$ cat src/rtl/bp_pkg.sv
// Shared types, counter encodings and helpers for the TSC next-PC branch predictor.
package bp_pkg;

    localparam int WORD_SIZE      = 16;
    localparam int DEF_INDEX_BITS = 4;

    localparam logic [1:0] SNT = 2'd0;
    localparam logic [1:0] WNT = 2'd1;
    localparam logic [1:0] WT  = 2'd2;
    localparam logic [1:0] ST  = 2'd3;

    // Tags are stored zero-extended to a full word so the entry type
    // stays independent of the INDEX_BITS chosen by the instantiating block.
    typedef struct packed {
        logic                 valid;
        logic [WORD_SIZE-1:0] tag;
        logic [WORD_SIZE-1:0] target;
        logic                 is_jump;
        logic [1:0]           ctr;
    } btb_entry_t;

    localparam btb_entry_t RESET_ENTRY = '{valid: 1'b0, tag: '0, target: '0,
                                           is_jump: 1'b0, ctr: WNT};

    function automatic logic [1:0] sat_update(input logic [1:0] ctr, input logic taken);
        if (taken)
            return (ctr == ST) ? ST : ctr + 2'd1;
        else
            return (ctr == SNT) ? SNT : ctr - 2'd1;
    endfunction

endpackage

$ cat src/rtl/btb_array.sv
// Direct-mapped BTB storage: one combinational read port, a branch and a jump
// update request merged into one write per index (branch wins on a shared index).
module btb_array
    import bp_pkg::*;
#(
    parameter int INDEX_BITS = DEF_INDEX_BITS
) (
    input  logic                  clk,
    input  logic                  reset_n,
    input  logic [INDEX_BITS-1:0] rd_idx,
    output btb_entry_t            rd_entry,
    input  logic                  br_we,
    input  logic [INDEX_BITS-1:0] br_idx,
    input  logic [WORD_SIZE-1:0]  br_tag,
    input  logic                  br_taken,
    input  logic [WORD_SIZE-1:0]  br_target,
    input  logic                  jp_we,
    input  logic [INDEX_BITS-1:0] jp_idx,
    input  logic [WORD_SIZE-1:0]  jp_tag,
    input  logic [WORD_SIZE-1:0]  jp_target
);

    localparam int ENTRIES = 1 << INDEX_BITS;

    btb_entry_t mem [ENTRIES];
    btb_entry_t br_old;
    btb_entry_t br_new;
    btb_entry_t jp_new;
    logic       jp_write;

    assign rd_entry = mem[rd_idx];
    assign br_old   = mem[br_idx];
    assign jp_write = jp_we && !(br_we && (br_idx == jp_idx));

    // NOTE: every always_comb output gets a default first so no path infers a latch.
    always_comb begin
        br_new = RESET_ENTRY;
        if (br_old.valid && (br_old.tag == br_tag)) begin
            br_new         = br_old;
            br_new.ctr     = sat_update(br_old.ctr, br_taken);
            br_new.target  = br_target;
            br_new.is_jump = 1'b0;
        end else begin
            br_new = '{valid: 1'b1, tag: br_tag, target: br_target,
                       is_jump: 1'b0, ctr: (br_taken ? WT : WNT)};
        end
    end

    always_comb begin
        jp_new = '{valid: 1'b1, tag: jp_tag, target: jp_target, is_jump: 1'b1, ctr: ST};
    end

    // NOTE: the storage is reset because stale valid bits would produce false hits;
    // a reset edge also drops any update requested in the same cycle.
    always_ff @(posedge clk) begin
        if (!reset_n) begin
            for (int i = 0; i < ENTRIES; i++)
                mem[i] <= RESET_ENTRY;
        end else begin
            // NOTE: state is written with non-blocking assignments so readers in the
            // same edge see the old entry, which gives the no-bypass read behaviour.
            if (jp_write)
                mem[jp_idx] <= jp_new;
            if (br_we)
                mem[br_idx] <= br_new;
        end
    end

endmodule

$ cat src/rtl/branch_predictor.sv
// Next-PC predictor for the TSC pipeline: BTB lookup, branch/jump misprediction
// detection and corrected PC. Define BP_STATS_EN to add saturating event counters.
module branch_predictor
    import bp_pkg::*;
#(
    parameter int INDEX_BITS = DEF_INDEX_BITS
) (
    input  logic                 clk,
    input  logic                 reset_n,
    input  logic [WORD_SIZE-1:0] if_pc,
    output logic [WORD_SIZE-1:0] pred_pc,
    output logic                 pred_taken,
    input  logic                 br_valid,
    input  logic [WORD_SIZE-1:0] br_pc,
    input  logic                 br_taken,
    input  logic [WORD_SIZE-1:0] br_target,
    input  logic [WORD_SIZE-1:0] br_fetched_next,
    input  logic                 jp_valid,
    input  logic [WORD_SIZE-1:0] jp_pc,
    input  logic [WORD_SIZE-1:0] jp_target,
    input  logic [WORD_SIZE-1:0] jp_fetched_next,
    output logic                 BranchMisprediction,
    output logic                 JumpMisprediction,
    output logic [WORD_SIZE-1:0] correct_pc
`ifdef BP_STATS_EN
    ,
    output logic [15:0]          num_branch,
    output logic [15:0]          num_br_mispred,
    output logic [15:0]          num_jp_mispred
`endif
);

    localparam int TAG_BITS = WORD_SIZE - INDEX_BITS;

    btb_entry_t           rd_entry;
    logic [WORD_SIZE-1:0] if_tag;
    logic [WORD_SIZE-1:0] br_tag;
    logic [WORD_SIZE-1:0] jp_tag;
    logic [WORD_SIZE-1:0] actual_br;
    logic                 hit;

    assign if_tag = {{INDEX_BITS{1'b0}}, if_pc[INDEX_BITS +: TAG_BITS]};
    assign br_tag = {{INDEX_BITS{1'b0}}, br_pc[INDEX_BITS +: TAG_BITS]};
    assign jp_tag = {{INDEX_BITS{1'b0}}, jp_pc[INDEX_BITS +: TAG_BITS]};

    assign hit        = rd_entry.valid && (rd_entry.tag == if_tag);
    assign pred_taken = reset_n && hit && (rd_entry.is_jump || (rd_entry.ctr >= WT));
    assign pred_pc    = pred_taken ? rd_entry.target : if_pc + WORD_SIZE'(1);

    assign actual_br           = br_taken ? br_target : br_pc + WORD_SIZE'(1);
    assign BranchMisprediction = reset_n && br_valid && (actual_br != br_fetched_next);
    // A mispredicted older branch flushes the jump, so its verdict is suppressed.
    assign JumpMisprediction   = reset_n && jp_valid && (jp_target != jp_fetched_next)
                                 && !BranchMisprediction;

    always_comb begin
        correct_pc = pred_pc;
        if (BranchMisprediction)
            correct_pc = actual_br;
        else if (JumpMisprediction)
            correct_pc = jp_target;
    end

    btb_array #(
        .INDEX_BITS (INDEX_BITS)
    ) u_btb (
        .clk       (clk),
        .reset_n   (reset_n),
        .rd_idx    (if_pc[INDEX_BITS-1:0]),
        .rd_entry  (rd_entry),
        .br_we     (br_valid),
        .br_idx    (br_pc[INDEX_BITS-1:0]),
        .br_tag    (br_tag),
        .br_taken  (br_taken),
        .br_target (br_target),
        .jp_we     (jp_valid && !BranchMisprediction),
        .jp_idx    (jp_pc[INDEX_BITS-1:0]),
        .jp_tag    (jp_tag),
        .jp_target (jp_target)
    );

`ifdef BP_STATS_EN
    always_ff @(posedge clk) begin
        if (!reset_n) begin
            num_branch     <= '0;
            num_br_mispred <= '0;
            num_jp_mispred <= '0;
        end else begin
            if (br_valid && (num_branch != 16'hFFFF))
                num_branch <= num_branch + 16'd1;
            if (BranchMisprediction && (num_br_mispred != 16'hFFFF))
                num_br_mispred <= num_br_mispred + 16'd1;
            if (JumpMisprediction && (num_jp_mispred != 16'hFFFF))
                num_jp_mispred <= num_jp_mispred + 16'd1;
        end
    end
`endif

endmodule

$ cat config.mk
export PLATFORM = sky130hd
export DESIGN_NAME = branch_predictor
export DESIGN_NICKNAME = d
export VERILOG_FILES = /design/src/rtl/bp_pkg.sv /design/src/rtl/btb_array.sv /design/src/rtl/branch_predictor.sv
export SDC_FILE = /design/constraint.sdc
export NUM_CORES = 1
export LEC_CHECK = 0
export CAP_MARGIN = 0
export CORE_MARGIN = 2
export CORE_UTILIZATION = 31
export DETAILED_ROUTE_END_ITERATION = 10
export HOLD_SLACK_MARGIN = 0.08
export SETUP_SLACK_MARGIN = 0.5
export SYNTH_ARGS = -nofsm -noshare
export SYNTH_HDL_FRONTEND = slang
export SYNTH_HIERARCHICAL = 1
export SYNTH_SLANG_ARGS = --single-unit
$ cat constraint.sdc
create_clock -name clk -period 5.25 [get_ports clk]
set_input_delay 0.525 -clock clk [delete_from_list [all_inputs] [get_ports clk]]
set_output_delay 0.525 -clock clk [all_outputs]
set_load 0.005 [all_outputs]
==> results by group, run 1 <==
Critical path
  – Slowest stage delay, CP: 550 ps
  – Crit Reg-Reg Startpoint: u_btb/mem[14][30]
  – Crit path kind: flop to output pin
  – Flop2flop setup slack: approximately 1600 ps
  – CP max FO: 6
  – Critical Path Start Type: flop
  – CP max-delay cell: or4b_4
  – R2R cell count: 9
  – Critical path arrival: 4440 ps
  – Required @ worst endpoint: 4720 ps
  – Worst path bufs/invs: 4
  – CP cell instances: mux4_2 > mux4_2 > or4b_4 > nor4b_4 > buf_4 > nand4_1 > buf_6 > buf_8 > nor2_4 > a21oi_2 > mux2_4 > mux2_4 > buf_6
  – Worst r2r dst: u_btb/mem[13][0]
  – Worst setup EP type: output pin
  – Family with the most delay on the worst path: multiplexers

Clock tree
  – Hold buffers post-CTS: 0
  – Clk buf depth: 3
  – Skew-Pair Late Insertion Delay: 680 ps
  – Clock root buffer: clkbuf_16
  – H-tree depth: 2
  – Clk sink count: between 500 and 600
  – CTS clk-pin slew, worst paths: about 60 ps
  – CTS tree: yes
  – Total CTS buffers: between 60 and 70

Floorplan
  – Chip Height: 330 microns
  – Num rows: 119
  – # IOs: 152
  – Starting Density: between 30 and 40%
  – Core area: ~110,000 sq um
  – Die width: 330 microns
  – Die ar.: 109,000 sq um

STA
  – Setup TNS Final: 0 ps
  – Final critical-path share of the clock period: 94.6%
  – Slew Viols, Final: 0
  – Final Critical Period: slightly below 5000 ps
  – Final Hold Fails: 0
  – Unrepaired setup endpoints after global routing: true
  – Worst Skew: 38.5 ps
  – Slew HR: about 16%
  – Tightest Pin Transition: 1250 ps
  – # setup viols final: 0
  – Max Clock Freq: ~200 MHz

Power and ir drop
  – Psw: ~3.1 mW
  – Int Power: between 8 and 9 mW
  – Cell leakage power: between 10 and 15 nW
  – Part of the power in the clock network: between 30% and 40%
  – Pwr/cell area: 290 nW/um^2
  – Combinational fraction of design power: 15.7%
  – Net Sw Frac: 26.6%
  – Sequential Power Share: 46.9%
  – Worst vdd ir: 0.000277 V

Cells and area
  – Final #Nets: 2,633
  – Most frequent cells in the layout: edfxtp_1 (560), a22o_1 (499), mux4_2 (229)
  – Synth-to-layout area growth: 22.2%
  – Registers with the most flip-flops: u_btb/mem (576)
  – Fin util: a little under two fifths
  – Max FFs per register: 576
  – Finished Layout Cells: between 3,000 and 4,000
  – Share of cells above drive strength 1: 30.1%
  – Finished Cell Area: between 40,000 and 50,000 sq um
  – Commonest non-fill, non-tap cell in the layout: edfxtp_1
  – Top reg by flops: u_btb/mem

Worst hold path
  – HP Start: reset_n
  – Min-Delay Endpoint: u_btb/mem[11][2]
  – Hold path cells: 3
  – Worst hold path class: input pin to flop

Placement
  – Placed insts: 3,821
  – HPWL Detailed: 89,500 microns
  – IO Port Bufs: 151
  – GP Congestion: 0.971
  – Area after DPL: 37,600 sq um

Detailed routing
  – Detailed-route via count: 25,708
  – WL per Instance: around 35 microns
  – DRC: 0
  – Drt initial violations: 4,196
  – Vias per inst: 6.50
  – Routed WL: 139,000 microns
  – Antenna viol nets, final: 0
  – First-pass detailed-route iteration total: 6

Outcome
  – Status: complete, no violations

Global routing
  – First-pass GRT wire length: around 190,000 microns
  – Antenna violations before repair: 2
  – Pin count of the biggest net entering global routing: 60
  – GR Util All Layers: around a quarter
  – Vias in the first global route: 24,956
  – Grt ovf: 0

Synthesis
  – Mean Syn Cell Area: about 14 sq um
  – Netlist Area Pre-Place: 32,900 sq um
  – Mapped Cells: 2,333
  – Synth Warn #: 6

Flow run
  – Max Cap Viol: 0
final cells by class:
type                       instances  area [sq um]
antenna                            1          2.50
clock buffer                      77          1590
clock inverter                    36           389
fill                            9737         65100
inverter                           9          38.8
multi-input combinational       1444         15000
sequential                       576         17100
tap                             1391          1740
timing repair buffer             422          4250
per-layer routing:
layer  up-vias  track usage (%)  share of wire [%]
met4         4             12.9                6.3
met5         -                0               0.13
met2      2376             36.4                 42
li1       9902                -                  -
met3       516             7.47                 15
met1     12910             33.6                 37
worst reg2reg max path: stages (launching register included):
cell	delay (ps)
edfxtp_1	410
mux4_2	490
mux2i_1	220
xnor2_1	140
o41a_1	480
or4_4	560
or3_4	380
o31ai_4	340
buf_4	230
nand3_2	70
power by group through the flow:
stage | clock network (mW) | logic, mW | registers (mW)
final | 4.34 | 1.83 | 5.45
after floorplan | 0 | 0.969 | 5.50
after detailed placement | 0 | 1.75 | 5.54
after CTS | 4.35 | 1.77 | 5.45
after global routing | 4.53 | 1.88 | 5.48
after global placement | 0 | 1.74 | 5.53
through the flow:
stage | hold WS (ps) | total power, mW | setup WS [ps]
floorplan | 431 | 6.47 | 537
global placement | 438 | 7.26 | -357
detailed placement | 446 | 7.29 | -358
CTS | 333 | 11.6 | 277
global route | 357 | 11.9 | 249
finish | 338 | 11.6 | 286
worst max path at each step:
stage / start / to / slack (ps) / cells after the start
3_3_place_gp: if_pc[0] / correct_pc[12] / -360 / 13
6_report: u_btb/mem[15][31] / correct_pc[6] / 290 / 13
5_1_grt: u_btb/mem[15][31] / correct_pc[6] / 250 / 13
4_1_cts: u_btb/mem[7][31] / correct_pc[6] / 280 / 13
3_5_place_dp: if_pc[0] / correct_pc[12] / -360 / 13
2_1_floorplan: if_pc[0] / correct_pc[0] / 540 / 12
repair_timing:
item | 4_1_cts | 5_1_grt
buffers inserted | 11 | 10
setup endpoints to repair | 94 | 421
pin swaps | 6 | 9
resized for setup | 180 | 32
Power figures use the tool's default switching activity.
==> run 2, diff against run 1 <==
--- a/config.mk
+++ b/config.mk
@@ -15,3 +15,4 @@
 export SYNTH_HDL_FRONTEND = slang
 export SYNTH_HIERARCHICAL = 1
 export SYNTH_SLANG_ARGS = --single-unit
+export TNS_END_PERCENT = 10
==> run 2 against run 1 <==
Net effect:
- wire length barely moved
- highest routed layer unchanged
- non-clock buffer count down 6
- first-iteration DRC count increased by 2.6%
- global-route usage barely moved
- count of clock-buffer cells in the layout is the same
- clock skew is 1.0 ps lower
- critical path type unchanged
- combinational power barely moved
- die area stayed put
- sequential power barely moved
==> results by group, run 2 (synthesis results as in run 1) <==
Clock tree
  – Clk sink count: 576 (unchanged)
  – CTS tree: yes
  – Hold buffers post-CTS: 0 (unchanged)
  – CTS clk-pin slew, worst paths: 60 ps (about the same)
  – Clk buf depth: 3 (unchanged)
  – Total CTS buffers: 61 (unchanged)
  – Skew-Pair Late Insertion Delay: 670 ps (about the same)
  – Clock root buffer: clkbuf_16
  – H-tree depth: 2 (unchanged)

STA
  – Final Critical Period: 4940 ps (-24.8 ps)
  – Max Clock Freq: 202 MHz (+0.50%)
  – Fin Hold WS: 357 ps (+19.7 ps)
  – Slew HR: 16.3% (+0.067 points)
  – Final Hold Fails: 0 (unchanged)
  – # setup viols final: 0 (unchanged)
  – Unrepaired setup endpoints after global routing: true
  – Worst Skew: 37.5 ps (-1.01 ps)
  – Slew Viols, Final: 0 (unchanged)
  – Tightest Pin Transition: 1250 ps (-1.00 ps)
  – Final critical-path share of the clock period: 94.1% (-0.47 points)
  – Final worst slack: 310 ps (+24.8 ps)

Detailed routing
  – Routed met3 length: 19,600 microns (-3.4%)
  – DRC: 0 (unchanged)
  – Vias per inst: 6.48 (-0.35%)
  – Detailed-route via count: 25,585 (-0.48%)
  – Antenna viol nets, final: 0 (unchanged)
  – Routed WL: 139,000 microns (about the same)
  – Met1 Wirelength: 51,600 microns (+1.1%)
  – Top sig layer: met5
  – First-pass detailed-route iteration total: 6 (unchanged)
  – WL met2: 59,100 microns (+0.92%)
  – WL per Instance: 35.1 microns (+0.11%)
  – Drt initial violations: 4,305 (+2.6%)

Floorplan
  – Die width: 330 microns (unchanged)
  – Starting Density: 31.2% (unchanged)
  – Chip Height: 330 microns (unchanged)
  – Core area: 105,000 sq um (unchanged)
  – Num rows: 119 (unchanged)
  – # IOs: 152 (unchanged)
  – Die ar.: 109,000 sq um (unchanged)

Cells and area
  – Top reg by flops: u_btb/mem
  – Commonest non-fill, non-tap cell in the layout: edfxtp_1
  – Most frequent cells in the layout: edfxtp_1 (560), a22o_1 (499), mux4_2 (229)
  – Max FFs per register: 576 (unchanged)
  – Filler instances: 9,747 (+0.10%)
  – Fin util: 38.0% (-0.095 points)
  – Final #Nets: 2,627 (-0.23%)
  – Registers with the most flip-flops: u_btb/mem (576)
  – Synth-to-layout area growth: 21.9%
  – Share of cells above drive strength 1: 29.5% (-0.59 points)

Placement
  – IO Port Bufs: 151 (unchanged)
  – GP Congestion: 0.971 (unchanged)
  – HPWL Detailed: 89,500 microns (unchanged)
  – Pre-CTS worst setup slack: -358 ps (unchanged)

Global routing
  – Antenna violations before repair: 2 (unchanged)
  – Pin count of the biggest net entering global routing: 60 (unchanged)
  – Vias in the first global route: 24,904 (-0.21%)
  – GR Util All Layers: 24.9% (about the same)
  – First-pass GRT wire length: 191,000 microns (-0.10%)
  – Grt ovf: 0 (unchanged)

Power and ir drop
  – Psw: 3.09 mW (about the same)
  – Worst vdd ir: 0.000278 V (+0.51%)
  – Part of the power in the clock network: 37.4% (about the same)
  – Combinational fraction of design power: 15.7% (about the same)
  – Net Sw Frac: 26.6% (about the same)
  – Sequential Power Share: 46.9% (about the same)
  – Pwr/cell area: 290 nW/um^2 (+0.20%)
  – Cell leakage power: 13.9 nW (-0.33%)
  – Int Power: 8.54 mW (about the same)

Worst hold path
  – Worst hold path class: input pin to flop
  – Hold path cells: 3 (unchanged)

Flow run
  – Max Cap Viol: 0 (unchanged)

Critical path
  – CP max FO: 6 (unchanged)
  – R2R cell count: 9 (unchanged)
  – Required @ worst endpoint: 4720 ps (about the same)
  – Crit path kind: flop to output pin
  – Worst setup EP type: output pin
  – Critical Path Start Type: flop
  – Critical path arrival: 4410 ps (-30 ps)

Outcome
  – Status: complete, no violations
run 2: layout make-up:
cell class | instances | area [sq um] | area share [%]
sequential | 576 | 17100 | 42.8
multi-input combinational | 1444 | 14900 | 37.3
timing repair buffer | 416 | 4200 | 10.5
tap | 1391 | 1740 | 4.35
clock buffer | 77 | 1590 | 3.96
clock inverter | 36 | 389 | 0.972
inverter | 9 | 38.8 | 0.0969
antenna | 2 | 5.00 | 0.0125
run 2: critical path, stage by stage, from the launching register on:
cell and delay (ps):
edfxtp_1 430, mux4_2 500, mux4_2 520, or4b_4 550, nor4b_4 260, buf_4 170, nand4_1 140, buf_6 210
buf_8 140, nor2_4 90, a21oi_2 50, mux2_4 300, mux2_4 270, buf_6 120
run 2: power groups by stage:
stage	logic, mW	clock network (mW)	registers (mW)
after floorplan	0.969	0	5.50
after global placement	1.74	0	5.53
after detailed placement	1.75	0	5.54
after CTS	1.77	4.35	5.45
after global routing	1.87	4.53	5.48
final	1.82	4.35	5.45
run 2: stage by stage:
| step | power (mW) | std cells | TNS (ps) | instance area, sq um |
|---|---|---|---|---|
| floorplan | 6.47 | 2349 | 0 | 32900 |
| global placement | 7.26 | 3821 | -22820 | 37600 |
| detailed placement | 7.29 | 3821 | -36410 | 37600 |
| CTS | 11.6 | 3941 | 0 | 39900 |
| global route | 11.9 | 3949 | 0 | 40000 |
| finish | 11.6 | 3951 | 0 | 40000 |
run 2: final timing paths:
check / startpoint / to / slack [ps]
setup / recovery: u_btb/mem[15][31] / correct_pc[6] / 310
hold reg to reg: u_btb/mem[4][2] / u_btb/mem[4][2] / 460
hold / removal: reset_n / u_btb/mem[11][2] / 360
setup reg to reg: u_btb/mem[14][30] / u_btb/mem[13][0] / 1590
run 2: timing repair:
item	4_1_cts	5_1_grt
resized for setup	124	44
setup endpoints to repair	94	983
pin swaps	6	6
buffers inserted	7	8
run 2: per-layer routing:
metal	global-route usage, %	vias to the layer above
met4	12.9	4
met1	33.7	12953
met5	0	-
met3	7.24	467
met2	36.3	2266
li1	-	9895
